### src/rtl/hilo_sequencer.sv
// hilo_sequencer: decode-stage sequencer for the HI/LO instruction group.
// Decodes MULT/MULTU/DIV/DIVU/MFHI/MFLO/MTHI/MTLO, launches the shared
// multiply/divide unit, counts its latency and strobes the HI/LO write.
// Optional feature macro: HILO_RESTART_EN (a mul/div arriving while busy
// aborts the in-flight operation and restarts instead of stalling).
module hilo_sequencer #(
   parameter int MULT_CYCLES = 4,
   parameter int DIV_CYCLES  = 32,
   parameter int CNT_W       = 6
) (
   input  logic             clk,
   input  logic             rst_n,
   input  logic [5:0]       opcode,
   input  logic [5:0]       funct,
   input  logic             id_valid,
   input  logic             id_flush,
   output logic             start,
   output logic [1:0]       md_op,
   output logic             hilo_we,
   output logic             busy,
   output logic             stall_d,
   output logic             is_mf_hi,
   output logic             is_mf_lo,
   output logic             is_mt_hi,
   output logic             is_mt_lo,
   output logic [CNT_W-1:0] cycles_left
);

   typedef enum logic {
      IDLE = 1'b0,
      BUSY = 1'b1
   } state_t;

   localparam logic [5:0] F_MFHI = 6'h10;
   localparam logic [5:0] F_MTHI = 6'h11;
   localparam logic [5:0] F_MFLO = 6'h12;
   localparam logic [5:0] F_MTLO = 6'h13;

   localparam logic [CNT_W-1:0] MULT_LOAD = CNT_W'(MULT_CYCLES);
   localparam logic [CNT_W-1:0] DIV_LOAD  = CNT_W'(DIV_CYCLES);
   localparam logic [CNT_W-1:0] CNT_ONE   = CNT_W'(1);

   state_t           state;
   logic             special;
   logic             md_instr;
   logic             mfmt_op;
   logic             hilo_op;
   logic             md_issue;
   logic [CNT_W-1:0] load_val;

   // Decode the group, derive the stall and the mul/div issue condition.
   always_comb begin
      special  = (opcode == '0);
      is_mf_hi = id_valid && special && (funct == F_MFHI);
      is_mf_lo = id_valid && special && (funct == F_MFLO);
      is_mt_hi = id_valid && special && (funct == F_MTHI);
      is_mt_lo = id_valid && special && (funct == F_MTLO);
      // 0x18..0x1B share the upper funct bits 0110
      md_instr = id_valid && special && (funct[5:2] == 4'b0110);
      mfmt_op  = is_mf_hi || is_mf_lo || is_mt_hi || is_mt_lo;
      hilo_op  = mfmt_op || md_instr;
      busy     = (state == BUSY);
      hilo_we  = busy && (cycles_left == CNT_ONE);
`ifdef HILO_RESTART_EN
      stall_d  = mfmt_op && busy && !id_flush;
`else
      stall_d  = hilo_op && busy && !id_flush;
`endif
      md_issue = md_instr && id_valid && !id_flush && !stall_d;
      load_val = funct[1] ? DIV_LOAD : MULT_LOAD;
   end

   // Sequencer FSM: launch, latency countdown and return to idle.
   always_ff @(posedge clk or negedge rst_n) begin
      if (!rst_n) begin
         state       <= IDLE;
         cycles_left <= '0;
         md_op       <= '0;
         start       <= 1'b0;
      end else begin
         start <= 1'b0;
         case (state)
            IDLE: begin
               if (md_issue) begin
                  state       <= BUSY;
                  md_op       <= funct[1:0];
                  cycles_left <= load_val;
                  start       <= 1'b1;
               end
            end
            BUSY: begin
`ifdef HILO_RESTART_EN
               // A restart wins over completion; the completion cycle's
               // hilo_we is combinational and still fires for the old result.
               if (md_issue) begin
                  md_op       <= funct[1:0];
                  cycles_left <= load_val;
                  start       <= 1'b1;
               end else
`endif
               if (cycles_left == CNT_ONE) begin
                  state       <= IDLE;
                  cycles_left <= '0;
               end else begin
                  cycles_left <= cycles_left - CNT_ONE;
               end
            end
            default: begin
               state       <= IDLE;
               cycles_left <= '0;
            end
         endcase
      end
   end

endmodule

### config.mk
export PLATFORM = sky130hd
export DESIGN_NAME = hilo_sequencer
export DESIGN_NICKNAME = d
export VERILOG_FILES = /design/src/rtl/hilo_sequencer.sv
export SDC_FILE = /design/constraint.sdc
export NUM_CORES = 1
export LEC_CHECK = 0
export ABC_CLOCK_PERIOD_IN_PS = 1850
export CELL_PAD_IN_SITES_DETAIL_PLACEMENT = 0
export CELL_PAD_IN_SITES_GLOBAL_PLACEMENT = 2
export CORE_ASPECT_RATIO = 1.1
export CORE_MARGIN = 4
export CORE_UTILIZATION = 21
export CTS_CLUSTER_DIAMETER = 100
export CTS_CLUSTER_SIZE = 8
export DETAILED_ROUTE_END_ITERATION = 10
export GPL_TIMING_DRIVEN = 0
export PLACE_DENSITY_LB_ADDON = 0.1
export SLEW_MARGIN = 20
export SYNTH_ARGS = -nofsm -noshare
export SYNTH_HDL_FRONTEND = slang
export SYNTH_SLANG_ARGS = --single-unit
### constraint.sdc
create_clock -name clk -period 1.85 [get_ports clk]
set_input_delay 0.185 -clock clk [delete_from_list [all_inputs] [get_ports clk]]
set_output_delay 0.185 -clock clk [all_outputs]
set_load 0.005 [all_outputs]
==> results.ini, run 1 <==
[floorplanning]
rows = 20
coreArea_um2 = 2780
start_util_pct = 21.8
io_pins = 32
dieWidth_um = 59.2
die_h_um = 64.3
dieArea_um2 = 3810

[global_route]
met3_usage_pct = 3.43
grt-busiest-layer = met2
antenna_found_initial = 0
grt_pass1_vias = 666
grt_max_degree = 11
overflow = 0
grtUsageMet1_pct = 12.6
grt_pass1_wl_um = 3080
grt.total_usage_pct = 10.7
use_met2_pct = 17.5

[synth]
synth_nets = 80
synth_area_um2 = 606
synthDistinctLibCells = 25
yosysSeqAreaShare_pct = 41.3
ys_warn_count = 0
synthTopCellsByArea = dfrtp_1, o21ai_0, ha_1
ys_dominant_reg_cell = dfrtp_1
syn_avg_cell_area_um2 = 9.77
synth_top_area_cell = dfrtp_1
ys_ff_latch = 10
async_flop_share_pct = 100
synth_edf_count = 0
syn_inst = 62
synth_top_area_share_pct = 41.3

[status]
outcome = finished, violations left
violations = negative setup slack

[worst_setup_path]
cp_top_family = simple AND/OR/NAND/NOR gates
required_ns = 1.66
end_kind = output pin
slowest_delay_ns = 0.50
path_buf_inv = 2
cp.arrival_ns = 1.70
critPathKind = flip-flop to output pin
crit_slowest_cell = or4b_4
crit_chain = inv_2 -> ha_4 -> or4b_4 -> nor3_4 -> buf_2
startpoint_type = flip-flop
crit_fanout = 4

[placed_design]
io_buffer_count = 31
place_inst = 126
dp_hpwl_um = 1310
gp_congestion = 0.623

[cts]
cts_num_sinks = 10
htree_levels = 1
tritoncts = done
root_buffer = clkbuf_4
clkLatencyLatePin_ns = 0.27
cts_buffers = 3
cts_buffer_depth = 2
cts.clk_slew.worst_paths_ns = 0.08
cts_hold_buf = 0

[detailed_routing]
drc = 0
num_vias = 658
drt_first_pass_iters = 7
vias_per_cell = 4.60
routed_wl_um = 1960
drtAntennaViolNets = 0
drt_iter0_drc = 14
wire_per_inst_um = 13.7

[pwr]
intPower_uw = 528
power_switching_share_pct = 30.5
totalPowerFinal_uw = 759
power_density_nw_per_um2 = 660
pwr-share-seq_pct = 40.1
ir_worst_vdd_mv = 0.477
p_comb_share_pct = 32.4
leakage_nw = 0.540
power_switching_uw = 232
p_clk_share_pct = 27.6

[sta]
max_freq_mhz = 531
drv_slew = 0
post-route-period-util_pct = 102
setup_ws_ns = -0.0320
slew_headroom_pct = 66.9
skew_ns = 0.00315
finalSetupViolCount = 1
min_period_ns = 1.88
hold_viol = 0
rsz0062_at_grt = true
tightest_slew_ns = 0.494
tns_ns = -0.0320

[layout]
stdcell_count = 143
final_common_cell = clkdlybuf4s50_1
ff_latch_area_um2 = 253
fill_cells = 280
antenna_cells = 0
syn2layout_area_growth_pct = 90.1
multi_input_area_um2 = 412
final_nets = 129
layout_common_cells = clkdlybuf4s50_1, buf_4, dlygate4sd2_1
final_core_util_pct = 41.4
drive_above_1_share_pct = 33.6

[hold_path]
hp-class = primary input to asynchronous set/reset pin

[flow_run]
cap_violations = 0

## per-layer routing
layer | vias up | part of all wire (%)
met5 | - | 0
met3 | 2 | 6.9
met2 | 20 | 50
li1 | 330 | -
met4 | 0 | 0.82
met1 | 306 | 42
## sequential cells by signal, summed over array words and instances, names as in the netlist
register / flops
busy: 1
cycles_left: 6
start: 1
md_op: 2
## worst register-to-register path, delay by kind of cell (launching register included)
kind                       cells  cell delay [ns]
adders and majority gates      1             0.12
buffers and inverters          1             0.09
DFF                            1             0.41
AOI/OAI and AO/OA              2             0.33
and+or+nand+nor                2             0.62
## worst paths after layout
path                                       end  slack (ns)  cells after the start      startpoint
max in group asynchronous                 busy        1.25                      1           rst_n
worst min register to register        md_op[1]        0.51                      1        md_op[1]
worst max register to register  cycles_left[2]        0.17                      6  cycles_left[1]
min in group clk                         start        0.37                      4       opcode[2]
worst max-delay path                   hilo_we       -0.03                      5  cycles_left[1]
worst min-delay path            cycles_left[3]        0.24                      1           rst_n
## synthesized netlist by cell type (3+ instances only)
library cell and count:
nor3_1 4, inv_1 3, nor2b_1 3, nand2_1 4, dfrtp_1 10, nor2_1 6, nand3_1 3, o21ai_0 6
## per-stage QoR
stage	area [um^2]	setup slack (ns)	hold slack [ns]
5_1_grt	1150	-0.0824	0.299
6_report	1150	-0.0320	0.242
3_5_place_dp	957	-0.390	0.500
4_1_cts	1070	-0.147	0.263
3_3_place_gp	957	-0.402	0.503
2_1_floorplan	606	0.237	-0.111
## logic make-up (layout without fill, tap and decap cells)
family / Yosys count / in the layout / share of synthesized area [%]
DFF: 10 / 10 / 41.3
xor gates and xnor gates: 1 / 1 / 1.45
and+or+nand+nor: 32 / 32 / 34.9
AOI/OAI and AO/OA: 9 / 9 / 8.68
muxes: 4 / 4 / 7.02
adders and majority gates: 2 / 2 / 4.13
buffers and inverters: 4 / 52 / 2.48
## power groups by stage
stage,Clock (mW),Sequential [mW],Combinational (mW)
after floorplan,0,0.296,0.0793
after global placement,0,0.301,0.205
after detailed placement,0,0.303,0.206
after CTS,0.214,0.299,0.207
after global routing,0.221,0.311,0.269
final,0.209,0.304,0.246
## area by class of cell
| type | instances | share of cell area [%] |
|---|---|---|
| Clock buffer | 4 | 3.15 |
| Inverter | 3 | 1.30 |
| Multi-Input combinational cell | 48 | 35.8 |
| Sequential cell | 10 | 22.0 |
| Tap cell | 33 | 3.59 |
| Timing Repair Buffer | 45 | 34.2 |
## timing repair
item / in CTS / in global routing
hold endpoints to repair: 0 / 0
buffers inserted: 6 / 9
resized for setup: 30 / 10
pin swaps: 4 / 4
endpoints found under the setup margin: 6 / 6
(Power assumes the default switching activity.)
==> run 2, diff against run 1 <==
- CORE_MARGIN: 4 -> 10
- GPL_TIMING_DRIVEN: 0 -> 1
==> run 2 against run 1 <==
The run now ends clean. Clock skew shrank 0.0015 ns. Register-to-register slack lost 0.06 ns. Worst hold slack better by 0.011 ns. Wire length rose by 2.8%. Critical path depth is the same. Via count grew 0.76%. First-iteration DRC count up 100%. Count of clock-buffer cells in the layout fell by 1. Sequential cell count unchanged. Combinational power up 28%. Clock power is 28% lower. Largest power group is now combinational cells.
==> results.ini, run 2 (same netlist as run 1, synthesis figures left out) <==
[global_route]
grt.total_usage_pct = 7.49  ; -3.2 points
grt_pass1_wl_um = 3370  ; +9.4%
grt_pass1_vias = 721  ; +8.3%
antenna_found_initial = 0  ; unchanged
grt_max_degree = 11  ; unchanged
overflow = 0  ; unchanged

[sta]
finalSetupViolCount = 0  ; -1
skew_ns = 0.00165  ; -0.00150 ns
holdWs_ns = 0.253  ; +0.0112 ns
slew_headroom_pct = 66.9  ; about the same
drv_slew = 0  ; unchanged
hold_viol = 0  ; unchanged
post-route-period-util_pct = 98.8  ; -3.0 points
rsz0062_at_grt = true
setup_ws_ns = 0.0231  ; +0.0551 ns
max_freq_mhz = 547  ; +3.0%
tightest_slew_ns = 0.494  ; +0.000129 ns
min_period_ns = 1.83  ; -0.0551 ns

[pwr]
ir_worst_vdd_mv = 0.420  ; -12%
p_comb_share_pct = 42.5  ; +10 points
power_density_nw_per_um2 = 665  ; +0.81%
p_clk_share_pct = 20.3  ; -7.3 points
pwr-share-seq_pct = 37.2  ; -2.9 points
intPower_uw = 519  ; -1.6%
leakage_nw = 0.503  ; -7.0%
power_switching_uw = 223  ; -3.7%
power_switching_share_pct = 30.1  ; -0.44 points

[detailed_routing]
met2_length_um = 992  ; +0.81%
drtAntennaViolNets = 0  ; unchanged
routed_wl_um = 2020  ; +2.8%
vias_per_cell = 4.64  ; +0.76%
drt_iter0_drc = 28  ; +14
drt_first_pass_iters = 2  ; -5
wl_met3_um = 200  ; +48%
drc = 0  ; unchanged
num_vias = 663  ; +0.76%
top_layer_used = met4
wire_per_inst_um = 14.1  ; +2.8%
wl_met1_um = 812  ; -1.6%

[worst_setup_path]
end_kind = output pin
startpoint_type = flip-flop
crit_fanout = 2  ; -2
cp.arrival_ns = 1.64  ; -0.06 ns
required_ns = 1.66  ; about the same
critPathKind = flip-flop to output pin

[placed_design]
place_ws_ns = -0.402  ; -0.0121 ns
io_buffer_count = 31  ; unchanged
dpl-instance-area_um2 = 1040  ; +9.0%
dp_hpwl_um = 1640  ; +25%
gp_congestion = 0.701  ; +12%

[cts]
cts.clk_slew.worst_paths_ns = 0.07  ; about the same
tritoncts = done
clkLatencyLatePin_ns = 0.26  ; about the same
cts_buffers = 3  ; unchanged
cts_buffer_depth = 2  ; unchanged
root_buffer = clkbuf_4
cts_hold_buf = 0  ; unchanged
htree_levels = 1  ; unchanged
cts_num_sinks = 10  ; unchanged

[floorplanning]
dieArea_um2 = 5430  ; +43%
die_h_um = 76.3  ; +19%
io_pins = 32  ; unchanged
coreArea_um2 = 2780  ; unchanged
dieWidth_um = 71.2  ; +20%
rows = 20  ; unchanged
start_util_pct = 21.8  ; unchanged

[layout]
drive_above_1_share_pct = 31.8  ; -1.8 points
largest_reg_flops = 6  ; unchanged
antenna_cells = 0  ; unchanged
reg_top3 = cycles_left (6), md_op (2)
layout_common_cells = clkdlybuf4s50_1, buf_4, dfrtp_1
syn2layout_area_growth_pct = 84.3
final_common_cell = clkdlybuf4s50_1
final_nets = 130  ; +0.78%
final_area_um2 = 1120  ; -3.0%
regMostFlops = cycles_left

[status]
outcome = finished, final reports clean

[hold_path]
hp-class = primary input to asynchronous set/reset pin

[flow_run]
cap_violations = 0  ; unchanged

run 2: repair_timing:
item                                    CTS  global route
pin swaps                                 3             4
endpoints found under the setup margin    6             5
resized for setup                        21            10
setup buffers                             2             1
run 2: path summary, 6_finish.rpt:
path | end | cells past startpoint | slack [ns] | from
max in group asynchronous | cycles_left[1] | 1 | 1.27 | rst_n
min reg2reg | md_op[1] | 1 | 0.52 | md_op[1]
min in group clk | start | 4 | 0.32 | opcode[1]
max reg2reg | cycles_left[2] | 7 | 0.11 | cycles_left[1]
max | hilo_we | 5 | 0.02 | cycles_left[1]
min | busy | 1 | 0.25 | rst_n
run 2: power groups by stage:
stage | combinational, mW | clock, mW | sequential, mW
global placement | 0.302 | 0 | 0.275
floorplan | 0.0793 | 0 | 0.296
detailed placement | 0.303 | 0 | 0.276
CTS | 0.306 | 0.158 | 0.272
finish | 0.315 | 0.151 | 0.276
global route | 0.346 | 0.165 | 0.282
run 2: layer usage:
metal / vias to the layer above / GRT usage, %
met5: - / 0
met4: 0 / 1.74
met3: 2 / 4.82
met2: 20 / 12.2
met1: 314 / 7.80
li1: 327 / -
run 2: metrics by stage:
step / util (%) / setup TNS (ns) / total power, mW / instances
after floorplan: - / 0 / 0.375 / 62
after global placement: 37.6 / -1.81 / 0.576 / 137
after detailed placement: 37.6 / -1.93 / 0.579 / 137
after CTS: 39.0 / -0.0824 / 0.736 / 142
after global routing: 40.2 / -0.0418 / 0.792 / 143
final: 40.2 / 0 / 0.742 / 143
run 2: final cells by class:
class                      count  area [um^2]
fill                         294         1660
timing repair buffer          46          403
multi-input combinational     48          388
sequential                    10          250
tap                           33         41.3
clock buffer                   3         22.5
inverter                       3         11.3
run 2: critical path: stages, from the launching register on:
cell,delay (ns)
dfrtp_1,0.38
inv_2,0.08
ha_4,0.12
or4b_4,0.48
nor3_4,0.18
buf_2,0.14
